--- config.mk ---
export PLATFORM = sky130hd
export DESIGN_NAME = spi_ctrl_regbank_flat
export DESIGN_NICKNAME = d
export VERILOG_FILES = /design/src/rtl/spi_ctrl_regbank_if.sv /design/src/rtl/spi_ctrl_regbank.sv /design/src/flat_wrapper.sv
export SDC_FILE = /design/constraint.sdc
export NUM_CORES = 1
export LEC_CHECK = 0
export CAP_MARGIN = 20
export CORE_ASPECT_RATIO = 0.9
export CORE_MARGIN = 2
export CORE_UTILIZATION = 45
export DETAILED_ROUTE_END_ITERATION = 12
export PLACE_DENSITY = 0.86
export SYNTH_ARGS = -nofsm -noshare
export SYNTH_HDL_FRONTEND = slang
export SYNTH_SLANG_ARGS = --single-unit
--- constraint.sdc ---
create_clock -name clk1 -period 4.37 [get_ports clk1]
set_clock_uncertainty 0.2 [all_clocks]
set_input_delay 1.0925 -clock clk1 [delete_from_list [all_inputs] [get_ports clk1]]
set_output_delay 1.0925 -clock clk1 [all_outputs]
set_load 0.02 [all_outputs]
--- src/rtl/spi_ctrl_regbank_if.sv ---
// spi_ctrl_regbank_if: byte-framed SPI link between the deserialiser and the register bank
interface spi_ctrl_regbank_if;
    logic       ss;
    logic [7:0] mosi;
    logic       mosi_vld;
    logic [7:0] miso;
    logic       miso_vld;
    modport master (output ss, mosi, mosi_vld, input miso, miso_vld);
    modport slave (input ss, mosi, mosi_vld, output miso, miso_vld);
endinterface

--- src/rtl/spi_ctrl_regbank.sv ---
// spi_ctrl_regbank: SPI command decoder, control register bank and per-channel vector expansion
module spi_ctrl_regbank #(
    parameter int         NUM_REGS  = 4,
    parameter int         REG_W     = 4,
    parameter int         NUM_CH    = 32,
    parameter int         PULSE_LEN = 4,
    parameter logic [7:0] SYNC_BYTE = 8'h00
) (
    input  logic                      clk1,
    input  logic                      sys_reset_n,
    spi_ctrl_regbank_if.slave         bus,
    output logic [NUM_REGS*REG_W-1:0] cfg_regs,
    output logic [NUM_CH-1:0]         chan_rst,
    output logic [NUM_CH-1:0]         chan_read,
    output logic [NUM_CH-1:0]         chan_en,
    output logic                      start_pulse,
    output logic                      busy,
    output logic                      cmd_err
);
    localparam int G = NUM_CH / REG_W;
    localparam logic [4:0] NR = 5'(NUM_REGS);
    // reg0 bit roles: [0] start, [2:1] reset; narrow registers simply lose the missing bits
    localparam logic [REG_W-1:0] RST_M = REG_W'(3'b110);
    localparam logic [REG_W-1:0] START_M = REG_W'(1'b1);

    typedef enum logic [1:0] {IDLE, GTCD, WDAT, PULSE} state_t;

    state_t           state;
    logic [3:0]       idx;
    logic [7:0]       cnt;
    logic [REG_W-1:0] r [NUM_REGS];
    logic [7:0]       rd8;
    logic             acc;
    logic             cmd_ok;
    logic             idx_ok;

    assign acc = bus.mosi_vld && bus.ss;
    assign cmd_ok = {1'b0, bus.mosi[5:2]} < NR;
    assign idx_ok = {1'b0, idx} < NR;

    always_comb begin
        rd8 = '0;
        for (int k = 0; k < NUM_REGS; k++)
            if (bus.mosi[5:2] == 4'(k)) rd8[REG_W-1:0] = r[k];
    end

    for (genvar k = 0; k < NUM_REGS; k++) begin : g_flat
        assign cfg_regs[k*REG_W +: REG_W] = r[k];
    end

    // bit 0 of a group register feeds the top group of channels
    for (genvar b = 0; b < REG_W; b++) begin : g_exp
        assign chan_rst[NUM_CH-1-b*G -: G]  = {G{r[1][b]}};
        assign chan_read[NUM_CH-1-b*G -: G] = {G{r[2][b]}};
        assign chan_en[NUM_CH-1-b*G -: G]   = {G{r[3][b]}};
    end

    always_ff @(posedge clk1) begin
        if (!sys_reset_n) begin
            state       <= IDLE;
            idx         <= '0;
            cnt         <= '0;
            bus.miso    <= '0;
            bus.miso_vld <= 1'b0;
            start_pulse <= 1'b0;
            busy        <= 1'b0;
            cmd_err     <= 1'b0;
            for (int k = 0; k < NUM_REGS; k++) r[k] <= '0;
        end else begin
            bus.miso_vld <= 1'b0;
            start_pulse  <= 1'b0;
            case (state)
                IDLE: if (acc && bus.mosi == SYNC_BYTE) state <= GTCD;
                GTCD: begin
                    if (!bus.ss) state <= IDLE;
                    else if (acc) begin
                        idx <= bus.mosi[5:2];
                        case (bus.mosi[7:6])
                            2'b00: state <= WDAT;
                            2'b01: begin
                                bus.miso_vld <= 1'b1;
                                state        <= IDLE;
                                if (bus.mosi[5:2] == 4'hF) begin
                                    bus.miso <= {cmd_err, busy, 6'b0};
                                    cmd_err  <= 1'b0;
                                end else if (!cmd_ok) begin
                                    bus.miso <= 8'hFF;
                                    cmd_err  <= 1'b1;
                                end else bus.miso <= rd8;
                            end
                            2'b10: begin
                                r[0]  <= r[0] | RST_M;
                                r[1]  <= '1;
                                busy  <= 1'b1;
                                cnt   <= 8'(PULSE_LEN);
                                state <= PULSE;
                            end
                            default: begin
                                r[0]        <= r[0] | START_M;
                                r[2]        <= '1;
                                r[3]        <= '1;
                                start_pulse <= 1'b1;
                                state       <= IDLE;
                            end
                        endcase
                    end
                end
                WDAT: begin
                    if (!bus.ss) state <= IDLE;
                    else if (acc) begin
                        if (idx_ok) begin
                            for (int k = 0; k < NUM_REGS; k++)
                                if (idx == 4'(k)) r[k] <= bus.mosi[REG_W-1:0];
                        end else cmd_err <= 1'b1;
                        state <= IDLE;
                    end
                end
                PULSE: begin
                    if (acc) cmd_err <= 1'b1;
                    if (cnt == 8'd1) begin
                        r[0]  <= r[0] & ~RST_M;
                        r[1]  <= '0;
                        busy  <= 1'b0;
                        state <= IDLE;
                    end else cnt <= cnt - 8'd1;
                end
                default: state <= IDLE;
            endcase
        end
    end
endmodule

--- src/flat_wrapper.sv ---
// flat-port wrapper written by rule: the top's interface ports become plain ports
module spi_ctrl_regbank_flat 
#(
    parameter int         NUM_REGS  = 4,
    parameter int         REG_W     = 4,
    parameter int         NUM_CH    = 32,
    parameter int         PULSE_LEN = 4,
    parameter logic [7:0] SYNC_BYTE = 8'h00
)
  (clk1, sys_reset_n, cfg_regs, chan_rst, chan_read, chan_en, start_pulse, busy, cmd_err, bus_ss, bus_mosi, bus_mosi_vld, bus_miso, bus_miso_vld);
  spi_ctrl_regbank_if bus_i ();
  input  logic clk1;
  input  logic sys_reset_n;
  output logic [NUM_REGS*REG_W-1:0] cfg_regs;
  output logic [NUM_CH-1:0] chan_rst;
  output logic [NUM_CH-1:0] chan_read;
  output logic [NUM_CH-1:0] chan_en;
  output logic start_pulse;
  output logic busy;
  output logic cmd_err;
  input wire logic [$bits(bus_i.ss)-1:0] bus_ss;
  input wire logic [$bits(bus_i.mosi)-1:0] bus_mosi;
  input wire logic [$bits(bus_i.mosi_vld)-1:0] bus_mosi_vld;
  output wire logic [$bits(bus_i.miso)-1:0] bus_miso;
  output wire logic [$bits(bus_i.miso_vld)-1:0] bus_miso_vld;
  assign bus_i.ss = bus_ss;
  assign bus_i.mosi = bus_mosi;
  assign bus_i.mosi_vld = bus_mosi_vld;
  assign bus_miso = bus_i.miso;
  assign bus_miso_vld = bus_i.miso_vld;
  spi_ctrl_regbank #(.NUM_REGS(NUM_REGS), .REG_W(REG_W), .NUM_CH(NUM_CH), .PULSE_LEN(PULSE_LEN), .SYNC_BYTE(SYNC_BYTE)) u_core (.clk1(clk1), .sys_reset_n(sys_reset_n), .bus(bus_i), .cfg_regs(cfg_regs), .chan_rst(chan_rst), .chan_read(chan_read), .chan_en(chan_en), .start_pulse(start_pulse), .busy(busy), .cmd_err(cmd_err));
endmodule
After elaboration in Yosys (flattened, before gate mapping)
Memory sizes are Yosys's and may differ from the RTL's.
Index checks and enable logic that the tools add are counted.
Widths: inputs -> output; s select.

operators by class
  $add $sub $neg = 1
  order comparisons = 2
  equality and inequality tests = 27
  mux-type cells = 91
  bitwise gates (word level) = 11
  reduce and logical (&&, ||, !) cells = 17

operator list
  cell                 count
  $mux 4               15
  $mux 1               59
  $mux 8               6
  $eq 4x2->1 const B   4
  $pmux 8 s2           1
  $mux 2               6
  $ne 2x1->1 const B   6
  $reduce_and 4->1     3
  $or 1x1->1           11
  $ne 2x2->1 const B   5
  $reduce_and 5->1     2
  $reduce_and 9->1     1
  $eq 4x1->1 const B   2
  $eq 8x1->1 const B   1
  $logic_not 4->1      2
  $logic_not 8->1      1
  $lt 4x3->1 const B   2
  $pmux 2 s4           1
  $sub 8x1->8 const B  1
  $eq 2x2->1 const B   3
  $ne 3x2->1 const B   2
  $eq 2x1->1 const B   2
  $eq 4x4->1 const B   1
  $logic_not 2->1      2
  9 further kinds      10

word-level totals
  register bits = 26
  memory bits (writable) = 16
  word-level logic and storage cells = 158
  memories = 1

memory list
  name      words  bits a word  rd ports  clocked after memory_dff  wr ports  line                    source
  u_core.r  4      4            4         0                         4         spi_ctrl_regbank.sv:31  logic [REG_W-1:0] r [NUM_REGS];

Logic depth before layout (Yosys ltp)
Gate-level depths: netlist of run 1.

  word-level depth = 11
  mapped depth = 6
  gate-level depth less buffers = 6

Worst setup path after synthesis of run 1
Ideal clock, no wire load.

  path type = input to register
  start point = input port bus_mosi_vld
  end point = memory u_core.r[3][0], data pin
  setup time = 0.262 ns
  arrival time = 2.072 ns
  data required time = 3.908 ns
  setup slack = 1.836 ns
  cell stages on the path = 6
  buffers on the path = 2
  cells stage by stage = and4b_1 -> buf_2 -> and3_1 -> buf_2 -> o31ai_4 -> nor2_1

RTL lines
  item                line                    source
  start: declaration  flat_wrapper.sv:23      input wire logic [$bits(bus_i.mosi_vld)-1:0] bus_mosi_vld;
  end: declaration    spi_ctrl_regbank.sv:31

==> reports/results.md, run 1 <==
| Group | Item | Value |
| --- | --- | --- |
| status | Outcome | finished, final reports clean |
| pwr | Peak supply drop | 0.000110 V |
| logic synthesis | Proportion of register bits with asynchronous set or reset after synthesis | 0 |
| sta | Share of the clock period used by the worst path after layout | 0.703 |
| critical path | Capture point of the worst reg-to-reg path | u_core.r[1][1] |
| run | Max-capacitance violation count | 0 |
| global routing | GRT Util Overall | 0.178 |
| finish | Layout-stage area growth over the synthesis result | 26.1% |
| detailed routing | Remaining design rule violation count | 0 |
| clock tree | Post-CTS Hold Fix Bufs | 0 |
| logic synthesis | Sequential-to-total area share from yosys stat | 0.320 |
| clock tree | Worst-skew pair later-pin latency | 0.31 ns |
| critical path | Required time worst endpoint | 4.18 ns |
| clock tree | Maximum clock path buffer count | 2 |
| worst hold path | Beginning of the worst hold path | u_core.idx[3] |
| floorplanning | Die outline height | 80.7 um |
| critical path | Crit Reg-Reg Startpoint | u_core.state[0] |
| logic synthesis | Post-synth top area share | 0.248 |
| finish | Number of fill cells in the layout | 547 |
| detailed routing | Number of vias in the routed layout | 2243 |
| global routing | Antenna violations before repair | 0 |
| logic synthesis | Ys Warns | 0 |
| logic synthesis | Ranking of synthesized cells by area | buf_4, dfxtp_1, edfxtp_1 |
| logic synthesis | Cell count after synthesis | 328 |
| sta | Final-report max-slew violation count | 0 |
| worst hold path | Hold Path End | u_core.idx[3] |
| critical path | Worst setup path category | input port to flop |
| placed design | Port-buffer cells | 135 |
| critical path | Register-to-register setup slack | 2.08 ns |
| pwr | Power per standard cell area | 222 mW/mm^2 |
| sta | Final hold violations | 0 |
| pwr | LEAKAGE | 1.28 nW |
| floorplanning | Initial cell density of the core | 0.473 |
| detailed routing | ANT nets after route | 0 |
| worst hold path | Path category of the worst min-delay check | flop to flop |
| floorplanning | Core ar. | 0.00622 sq mm |
| clock tree | Total number of H-tree levels | 2 |
| clock tree | Inserted Clock Buffers | 5 |
| critical path | Data arrival, critical path | 2.88 ns |
| placed design | Detailed-placement wirelength estimate | 5.02 mm |
| floorplanning | Die Wd | 89.2 um |
| finish | Inserted Diodes | 0 |
| sta | Worst-case hold slack | 0.265 ns |
| sta | Worst Tran Pin Value | 0.694 ns |
| sta | Sum of negative setup slack | 0 ns |
| logic synthesis | Number of flip-flops and latches in the synthesized netlist | 41 |
| global routing | Largest net degree at the start of global routing | 39 |
| detailed routing | DRT Wirelength | 6.47 mm |
| floorplanning | Die footprint | 0.00719 sq mm |
| global routing | Vias in the first global route | 1927 |
| logic synthesis | Synthesized netlist net count | 342 |
| clock tree | Clock sink count | 41 |
| pwr | Power Total | 0.821 mW |
| logic synthesis | Cell types with the highest counts after synthesis | buf_4, dfxtp_1, nand2_1, nor2_1, edfxtp_1 |
| sta | Peak clock frequency supported by timing | 0.326 GHz |
| finish | NumNets Final | 373 |
| global routing | Global-route wire length before repair | 9.85 mm |
| clock tree | # resized after CTS | 0 |
| logic synthesis | Most frequent cell after synthesis | buf_4 |
| logic synthesis | Number of enable flip-flop cells after synthesis | 12 |
| floorplanning | Number of top-level design ports | 136 |
| sta | Remaining max-slew budget at the tightest pin | 0.531 |
| detailed routing | Routed WL per cell | 14.5 um |
| detailed routing | Vias per inst | 5.02 |
| clock tree | Clock edge transition at the registers on the reported setup and hold paths | 0.08 ns |
| critical path | Critical Path Source Type | input port |
| critical path | Highest net fanout along the worst path | 8 |
| finish | Layout cell share with drive strength beyond 1 | 0.0778 |
| detailed routing | First drt pass iteration count | 5 |
| detailed routing | Initial DRC count | 158 |
| logic synthesis | Synth Cell Area | 0.00294 sq mm |
| sta | Minimum clock period after layout | 3.07 ns |
| critical path | Worst R2R Path Depth | 4 |
| logic synthesis | Number of distinct library cells after synthesis | 54 |
| clock tree | CTS tree | built |
| global routing | Total global routing overflow | 0 |
| clock tree | Setup Fix Bufs, Post-CTS | 0 |
| logic synthesis | Post-synthesis average cell area | 8.96 sq um |
| sta | Final setup fails | 0 |
| floorplanning | Cell row count | 27 |
| placed design | Weighted congestion reported at the end of routability-driven placement | 0.914 |
| sta | Unrepaired setup endpoints after global routing | false |
| worst hold path | Worst hold path stage count | 2 |
| critical path | Critical path endpoint category | flop |
| clock tree | Root buf cell | clkbuf_8 |
| logic synthesis | Top cell type by total area after synthesis | buf_4 |
| logic synthesis | Prevailing post-synth register cell | dfxtp_1 |
-- sequential cells by signal, summed over array words and instances, names as in the netlist --
name,count
u_core.r,16
u_core.cnt,8
u_core.bus.miso,7
u_core.idx,4
u_core.state,2
u_core.bus.miso_vld,1
u_core.busy,1
u_core.cmd_err,1
u_core.start_pulse,1
-- power breakdown --
part	internal, mW	switching (mW)	leakage [nW]
registers	0.394	0.00789	0.357
clock network	0.148	0.143	0.0525
logic	0.0609	0.0671	0.867
total	0.603	0.218	1.28
-- metrics by stage --
stage	worst slack (ns)	util	instance area, sq um	std cells
6_report	1.30	0.596	3710	447
5_1_grt	1.17	0.596	3710	447
4_1_cts	1.32	0.596	3710	447
3_5_place_dp	0.998	0.579	3600	439
3_3_place_gp	1.06	0.579	3600	439
2_1_floorplan	1.84	-	2940	328
-- worst max-delay path by stage --
stage	from	slack [ns]	depth (start not counted)	to
after floorplan	bus_mosi_vld	1.84	6	u_core.r[3][0]
after global placement	bus_ss	1.06	5	u_core.r[1][0]
after detailed placement	bus_ss	1.0	5	u_core.r[1][2]
after CTS	bus_ss	1.32	5	u_core.r[1][1]
after global routing	bus_ss	1.17	5	u_core.r[1][1]
final	bus_ss	1.30	5	u_core.r[1][1]
-- metal layers --
| layer | GRT usage | vias up | wire length (um) |
|---|---|---|---|
| met1 | 0.240 | 1028 | 2770 |
| met5 | 0 | - | 0 |
| li1 | - | 1091 | - |
| met4 | 0.0552 | 0 | 87 |
| met3 | 0.0380 | 7 | 653 |
| met2 | 0.283 | 117 | 2960 |
-- cell usage in the layout, fill, tap and decap left out, types with 5 or more instances in the layout --
cell type        Yosys  layout
a21boi_0             7       7
a21oi_1             11      11
and2_1               5       5
clkbuf_8             0       5
clkdlybuf4s50_1      0     135
dfxtp_1             29      29
edfxtp_1            12      12
mux2i_1              5       5
nand2_1             25      25
nand3_1              6       6
nor2_1              23      23
nor2b_1              5       5
nor3_1               9       9
o21a_1               8       8
o22ai_1              5       5
-- final cells by class --
| cell class | instances | area, sq um | area share |
|---|---|---|---|
| Timing Repair Buffer | 136 | 1360 | 0.367 |
| Multi-Input combinational cell | 172 | 1180 | 0.318 |
| Sequential cell | 41 | 941 | 0.254 |
| Tap cell | 87 | 109 | 0.0294 |
| Clock buffer | 6 | 93.8 | 0.0253 |
| Clock inverter | 2 | 16.3 | 0.00439 |
| Inverter | 3 | 11.3 | 0.00304 |
-- critical path, stage by stage --
cell	delay [ns]
clkdlybuf4s50_1	0.58
nand4b_1	0.30
nor3_2	0.32
nand2b_1	0.35
a211o_1	0.24
-- logic make-up after synthesis --
family	after synthesis	synth area share
simple gates	108	0.209
fa+ha+maj	2	0.00851
buf+inv	115	0.279
flops	41	0.320
xor+xnor	5	0.0149
mux	9	0.0477
compound gates	48	0.120
No activity file was read; power rests on OpenSTA's default activity.
==> inputs of run 2 (changes only) <==
--- a/config.mk
+++ b/config.mk
@@ -8,9 +8,9 @@
 export CAP_MARGIN = 20
 export CORE_ASPECT_RATIO = 0.9
 export CORE_MARGIN = 2
-export CORE_UTILIZATION = 45
+export CORE_UTILIZATION = 42
 export DETAILED_ROUTE_END_ITERATION = 12
-export PLACE_DENSITY = 0.86
+export PLACE_DENSITY = 0.81
 export SYNTH_ARGS = -nofsm -noshare
 export SYNTH_HDL_FRONTEND = slang
 export SYNTH_SLANG_ARGS = --single-unit
==> constraint.sdc (replaced) <==
create_clock -name clk1 -period 3 [get_ports clk1]
set_clock_uncertainty 0.2 [all_clocks]
set_input_delay 0.75 -clock clk1 [delete_from_list [all_inputs] [get_ports clk1]]
set_output_delay 0.75 -clock clk1 [all_outputs]
set_load 0.02 [all_outputs]
==> reports/results.md, run 2 (same netlist as run 1, synthesis figures left out) <==
| Group | Item | Value | Change |
| --- | --- | --- | --- |
| finish | Area of all sequential standard cells | 941 sq um | unchanged |
| finish | Layout-stage area growth over the synthesis result | 29.1% |  |
| detailed routing | Routed WL per cell | 14.6 um | +1.0% |
| worst hold path | Path category of the worst min-delay check | flop to flop |  |
| placed design | Detailed-placement wirelength estimate | 5.18 mm | +3.3% |
| floorplanning | Cell row count | 28 | +3.7% |
| global routing | Total global routing overflow | 0 | unchanged |
| placed design | Weighted congestion reported at the end of routability-driven placement | 0.922 | +0.89% |
| worst hold path | Hold Path End | u_core.idx[3] |  |
| floorplanning | Core ar. | 0.00669 sq mm | +7.6% |
| critical path | Worst R2R Path Depth | 5 | +1 |
| detailed routing | Initial DRC count | 115 | -27% |
| critical path | Highest net fanout along the worst path | 7 | -1 |
| finish | Core occupancy in the finished layout | 0.567 | -0.0295 |
| clock tree | Root buf cell | clkbuf_8 |  |
| finish | Inserted Diodes | 0 | unchanged |
| pwr | LEAKAGE | 1.33 nW | +4.2% |
| clock tree | Maximum clock path buffer count | 2 | unchanged |
| sta | Minimum clock period after layout | 2.53 ns |  |
| finish | Biggest registers after layout | u_core.r: 16 flops, u_core.cnt: 8 flops, u_core.bus.miso: 7 flops |  |
| finish | NumNets Final | 381 | +2.1% |
| clock tree | CTS tree | built |  |
| critical path | Critical Path Source Type | input port |  |
| clock tree | Total number of H-tree levels | 2 | unchanged |
| placed design | Worst slack at placement | 0.191 ns | -0.808 ns |
| global routing | Largest net degree at the start of global routing | 20 | -49% |
| critical path | Required time worst endpoint | 2.82 ns | -1.36 ns |
| floorplanning | Die outline height | 83.4 um | +3.3% |
| sta | Peak clock frequency supported by timing | 0.395 GHz |  |
| floorplanning | Die footprint | 0.00768 sq mm | +6.8% |
| detailed routing | Remaining design rule violation count | 0 | unchanged |
| pwr | Peak supply drop | 0.000187 V | +69% |
| floorplanning | Number of top-level design ports | 136 | unchanged |
| critical path | Capture point of the worst reg-to-reg path | u_core.r[1][2] |  |
| finish | Layout cell share with drive strength beyond 1 | 0.0978 | +0.0200 |
| sta | Final-report max-slew violation count | 0 | unchanged |
| global routing | Antenna violations before repair | 0 | unchanged |
| critical path | Register-to-register setup slack | 0.82 ns | -1.26 ns |
| detailed routing | First drt pass iteration count | 4 | -1 |
| sta | Final setup fails | 0 | unchanged |
| critical path | Crit Reg-Reg Startpoint | u_core.cnt[1] |  |
| critical path | Critical path buffer and inverter count | 2 | +1 |
| floorplanning | Initial cell density of the core | 0.439 | -0.0336 |
| clock tree | Clock sink count | 41 | unchanged |
| critical path | Critical path endpoint category | flop |  |
| placed design | Port-buffer cells | 135 | unchanged |
| finish | Number of standard cells in the layout, taps in and fillers out | 458 | +2.5% |
| critical path | Cells along the critical path | clkdlybuf4s50_1 -> nand4b_2 -> buf_4 -> nor4_1 -> nor3_1 -> o21ai_2 |  |
| finish | Area of the multi-input gates | 0.00118 sq mm | unchanged |
| clock tree | Worst-skew pair later-pin latency | 0.31 ns | about the same |
| pwr | Power per standard cell area | 341 mW/mm^2 | +54% |
| run | Max-capacitance violation count | 0 | unchanged |
| clock tree | Inserted Clock Buffers | 5 | unchanged |
| clock tree | Clock edge transition at the registers on the reported setup and hold paths | 0.08 ns | about the same |
| finish | Register containing the most flip-flops in the final layout | u_core.r |  |
| finish | Number of fill cells in the layout | 578 | +5.7% |
| sta | Final hold violations | 0 | unchanged |
| detailed routing | DRT Wirelength | 6.69 mm | +3.5% |
| detailed routing | ANT nets after route | 0 | unchanged |
| detailed routing | Vias per inst | 5.02 | about the same |
| critical path | Data arrival, critical path | 2.35 ns | -0.53 ns |
| finish | Commonest cells after routing, fill and taps aside | clkdlybuf4s50_1, dfxtp_1, nand2_1 |  |
| finish | Most common library cell in the layout ignoring fill and taps | clkdlybuf4s50_1 |  |
| finish | Max reg flops | 16 | unchanged |
| sta | Least setup slack across all paths after layout | 0.471 ns | -0.829 ns |
| global routing | Vias in the first global route | 2051 | +6.4% |
| sta | Worst Tran Pin Value | 0.669 ns | -0.0254 ns |
| critical path | Slowest cell delay on critical path | 0.58 ns | about the same |
| sta | Remaining max-slew budget at the tightest pin | 0.548 | +0.0172 |
| clock tree | Setup Fix Bufs, Post-CTS | 0 | unchanged |
| global routing | Global-route wire length before repair | 10.2 mm | +3.6% |
| worst hold path | Worst hold path stage count | 2 | unchanged |
| global routing | GRT Util Overall | 0.166 | -0.0121 |
| sta | Share of the clock period used by the worst path after layout | 0.843 |  |
| sta | Unrepaired setup endpoints after global routing | false |  |
| worst hold path | Beginning of the worst hold path | u_core.idx[3] |  |
| detailed routing | Number of vias in the routed layout | 2298 | +2.5% |
| floorplanning | Die Wd | 92.2 um | +3.4% |
| placed design | Inst Count DP | 450 | +2.5% |
| clock tree | # resized after CTS | 0 | unchanged |
| status | Outcome | finished, final reports clean |  |
| sta | Sum of negative setup slack | 0 ns | unchanged |
| critical path | Highest-delay cell along the critical path | clkdlybuf4s50_1 |  |
| critical path | Dominant delay contributor by cell family on the critical path | buffers and inverters |  |
| clock tree | Post-CTS Hold Fix Bufs | 0 | unchanged |
| critical path | Worst setup path category | input port to flop |  |
-- run 2: cell count changes in the layout (fill, tap and decap cells not counted) --
cell        change
clkinv_4        -1
inv_6           +1
clkinvlp_4      -1
buf_4           +8
bufinv_16       +1
-- run 2: final cells by class --
class	count	area share
tap	90	0.0297
inverter	3	0.00297
clock inverter	2	0.0102
sequential	41	0.248
multi-input combinational	172	0.310
timing repair buffer	144	0.374
clock buffer	6	0.0247
-- run 2: worst max-delay path by stage --
stage / slack [ns] / endpoint / depth (start not counted) / from
final: 0.47 / u_core.r[0][2] / 6 / bus_ss
after global routing: 0.37 / u_core.r[3][3] / 5 / bus_ss
after CTS: 0.47 / chan_read[22] / 1 / u_core.r[2][1]
after detailed placement: 0.19 / u_core.r[3][1] / 5 / bus_ss
after global placement: 0.25 / u_core.r[3][0] / 5 / bus_ss
after floorplan: 0.81 / u_core.r[3][0] / 6 / bus_mosi_vld
-- run 2: power breakdown --
part           internal [mW]  switching (mW)
Sequential             0.575          0.0124
Clock                  0.301           0.212
Combinational         0.0922          0.0996
-- run 2: layer usage --
layer,up-vias,GRT usage,share of wire
li1,1103,-,-
met1,1054,0.211,0.44
met2,126,0.275,0.46
met3,15,0.0318,0.082
met4,0,0.0678,0.021
met5,-,0,0
-- run 2: worst min-delay path, stage by stage (launching register included) --
cell	delay (ns)
dfxtp_1	0.31
nand2_1	0.05
a21boi_0	0.06
-- run 2: stage by stage --
step           hold WS [ns]  total power, mW  cell area (sq um)
2_1_floorplan         0.239            0.727               2940
3_3_place_gp          0.256            0.789               3660
3_5_place_dp          0.258            0.792               3660
4_1_cts               0.271             1.30               3790
5_1_grt               0.291             1.33               3790
6_report              0.270             1.29               3790
==> inputs of run 3 (changes only) <==
==> constraint.sdc (replaced) <==
create_clock -name clk1 -period 2.65 [get_ports clk1]
set_clock_uncertainty 0.2 [all_clocks]
set_input_delay 0.6625 -clock clk1 [delete_from_list [all_inputs] [get_ports clk1]]
set_output_delay 0.6625 -clock clk1 [all_outputs]
set_load 0.02 [all_outputs]
==> reports/results.md, run 3 (same netlist as run 1, synthesis figures left out) <==
| Group | Item | Value | Change |
| --- | --- | --- | --- |
| status | Outcome | finished, final reports clean |  |
| finish | Number of fill cells in the layout | 572 | -1.0% |
| detailed routing | Routed WL per cell | 14.0 um | -4.0% |
| finish | Max reg flops | 16 | unchanged |
| placed design | Worst slack at placement | 0.0964 ns | -0.0943 ns |
| detailed routing | Number of vias in the routed layout | 2304 | +0.26% |
| floorplanning | Number of top-level design ports | 136 | unchanged |
| critical path | End of the critical path | chan_read[23] |  |
| pwr | Peak supply drop | 0.000203 V | +8.5% |
| finish | Most common library cell in the layout ignoring fill and taps | clkdlybuf4s50_1 |  |
| critical path | Data arrival, critical path | 1.54 ns | -0.81 ns |
| critical path | Worst R2R Path Depth | 6 | +1 |
| critical path | Critical path buffer and inverter count | 1 | -1 |
| critical path | Critical path endpoint category | output port |  |
| detailed routing | Remaining design rule violation count | 0 | unchanged |
| placed design | Inst Count DP | 458 | +1.8% |
| detailed routing | Vias per inst | 4.94 | -1.5% |
| critical path | Highest-delay cell along the critical path | clkdlybuf4s50_1 |  |
| clock tree | Maximum clock path buffer count | 2 | unchanged |
| sta | Worst-case hold slack | 0.263 ns | -0.00733 ns |
| critical path | Register-to-register setup slack | 0.47 ns | -0.35 ns |
| clock tree | Clock edge transition at the registers on the reported setup and hold paths | 0.08 ns | about the same |
| global routing | Largest net degree at the start of global routing | 38 | +90% |
| pwr | LEAKAGE | 1.36 nW | +1.8% |
| finish | Core occupancy in the finished layout | 0.573 | +0.00561 |
| sta | Sum of negative setup slack | 0 ns | unchanged |
| floorplanning | Initial cell density of the core | 0.439 | unchanged |
| finish | NumNets Final | 389 | +2.1% |
| clock tree | # resized after CTS | 0 | unchanged |
| clock tree | Worst-skew pair later-pin latency | 0.30 ns | about the same |
| placed design | Detailed-placement wirelength estimate | 5.07 mm | -2.2% |
| sta | Final-report max-slew violation count | 0 | unchanged |
| critical path | Slowest cell delay on critical path | 0.69 ns | +0.11 ns |
| critical path | Crit Reg-Reg Startpoint | u_core.cnt[1] |  |
| clock tree | Inserted Clock Buffers | 5 | unchanged |
| clock tree | CTS tree | built |  |
| sta | Minimum clock period after layout | 2.41 ns |  |
| finish | Biggest registers after layout | u_core.r: 16 flops, u_core.cnt: 8 flops, u_core.bus.miso: 7 flops |  |
| sta | Share of the clock period used by the worst path after layout | 0.908 |  |
| global routing | Global-route wire length before repair | 10.1 mm | -1.3% |
| finish | Area of the multi-input gates | 0.00118 sq mm | unchanged |
| sta | Least setup slack across all paths after layout | 0.245 ns | -0.226 ns |
| global routing | Total global routing overflow | 0 | unchanged |
| detailed routing | DRT Wirelength | 6.54 mm | -2.4% |
| sta | Remaining max-slew budget at the tightest pin | 0.527 | -0.0207 |
| worst hold path | Path category of the worst min-delay check | flop to flop |  |
| sta | Worst Tran Pin Value | 0.699 ns | +0.0306 ns |
| clock tree | Root buf cell | clkbuf_8 |  |
| floorplanning | Die outline height | 83.4 um | unchanged |
| global routing | Vias in the first global route | 2054 | +0.15% |
| detailed routing | Initial DRC count | 117 | +1.7% |
| sta | Final setup fails | 0 | unchanged |
| floorplanning | Core ar. | 0.00669 sq mm | unchanged |
| critical path | Highest net fanout along the worst path | 11 | +4 |
| placed design | Port-buffer cells | 135 | unchanged |
| pwr | Power per standard cell area | 355 mW/mm^2 | +4.1% |
| sta | Unrepaired setup endpoints after global routing | false |  |
| finish | Layout cell share with drive strength beyond 1 | 0.117 | +0.0192 |
| critical path | Worst setup path startpoint | u_core.r[2][1] |  |
| floorplanning | Die Wd | 92.2 um | unchanged |
| run | Max-capacitance violation count | 0 | unchanged |
| critical path | Capture point of the worst reg-to-reg path | u_core.r[0][2] |  |
| critical path | Dominant delay contributor by cell family on the critical path | buffers and inverters |  |
| clock tree | Total number of H-tree levels | 2 | unchanged |
| placed design | Weighted congestion reported at the end of routability-driven placement | 0.917 | -0.48% |
| finish | Number of standard cells in the layout, taps in and fillers out | 466 | +1.7% |
| detailed routing | ANT nets after route | 0 | unchanged |
| detailed routing | First drt pass iteration count | 4 | unchanged |
| clock tree | Post-CTS Hold Fix Bufs | 0 | unchanged |
| finish | Commonest cells after routing, fill and taps aside | clkdlybuf4s50_1, dfxtp_1, nand2_1 |  |
| global routing | Antenna violations before repair | 0 | unchanged |
| sta | Peak clock frequency supported by timing | 0.416 GHz |  |
| clock tree | Setup Fix Bufs, Post-CTS | 0 | unchanged |
| critical path | Levels on crit path | 1 | -5 |
| finish | Area of all sequential standard cells | 941 sq um | unchanged |
| floorplanning | Cell row count | 28 | unchanged |
| critical path | Worst setup path category | flop to output port |  |
| critical path | Required time worst endpoint | 1.79 ns | -1.03 ns |
| finish | Inserted Diodes | 0 | unchanged |
| floorplanning | Die footprint | 0.00768 sq mm | unchanged |
| finish | Layout-stage area growth over the synthesis result | 30.4% |  |
| global routing | GRT Util Overall | 0.165 | -0.000511 |
| critical path | Critical Path Source Type | flop |  |
| clock tree | Clock sink count | 41 | unchanged |
| sta | Final hold violations | 0 | unchanged |
| critical path | Cells along the critical path | clkdlybuf4s50_1 |  |
| finish | Register containing the most flip-flops in the final layout | u_core.r |  |
[run 3: area by class of cell]
| type | instances | area share |
|---|---|---|
| Timing Repair Buffer | 152 | 0.386 |
| Multi-Input combinational cell | 172 | 0.307 |
| Sequential cell | 41 | 0.246 |
| Tap cell | 90 | 0.0294 |
| Clock buffer | 6 | 0.0245 |
| Clock inverter | 2 | 0.00425 |
| Inverter | 3 | 0.00294 |
[run 3: through the flow]
step | cell area, sq um | power [mW]
after floorplan | 2940 | 0.823
after detailed placement | 3720 | 0.897
after global routing | 3830 | 1.41
after CTS | 3830 | 1.37
after global placement | 3720 | 0.894
final | 3830 | 1.36
[run 3: power breakdown]
part | switching (mW) | total [mW] | internal (mW)
Clock | 0.233 | 0.477 | 0.244
Combinational | 0.112 | 0.217 | 0.105
Sequential | 0.0138 | 0.664 | 0.651
[run 3: worst min path at each step]
| stage | from | end | depth (start not counted) |
|---|---|---|---|
| 2_1_floorplan | u_core.idx[2] | u_core.idx[2] | 2 |
| 3_3_place_gp | u_core.idx[3] | u_core.idx[3] | 2 |
| 3_5_place_dp | u_core.idx[3] | u_core.idx[3] | 2 |
| 4_1_cts | u_core.idx[3] | u_core.idx[3] | 2 |
| 5_1_grt | u_core.idx[2] | u_core.idx[2] | 2 |
| 6_report | u_core.idx[3] | u_core.idx[3] | 2 |
[run 3: layer usage]
layer | global-route usage | vias up | routed length, um
met1 | 0.205 | 1064 | 2930
met2 | 0.277 | 103 | 3020
li1 | - | 1123 | -
met5 | 0 | - | 0
met3 | 0.0436 | 14 | 428
met4 | 0.0570 | 0 | 155
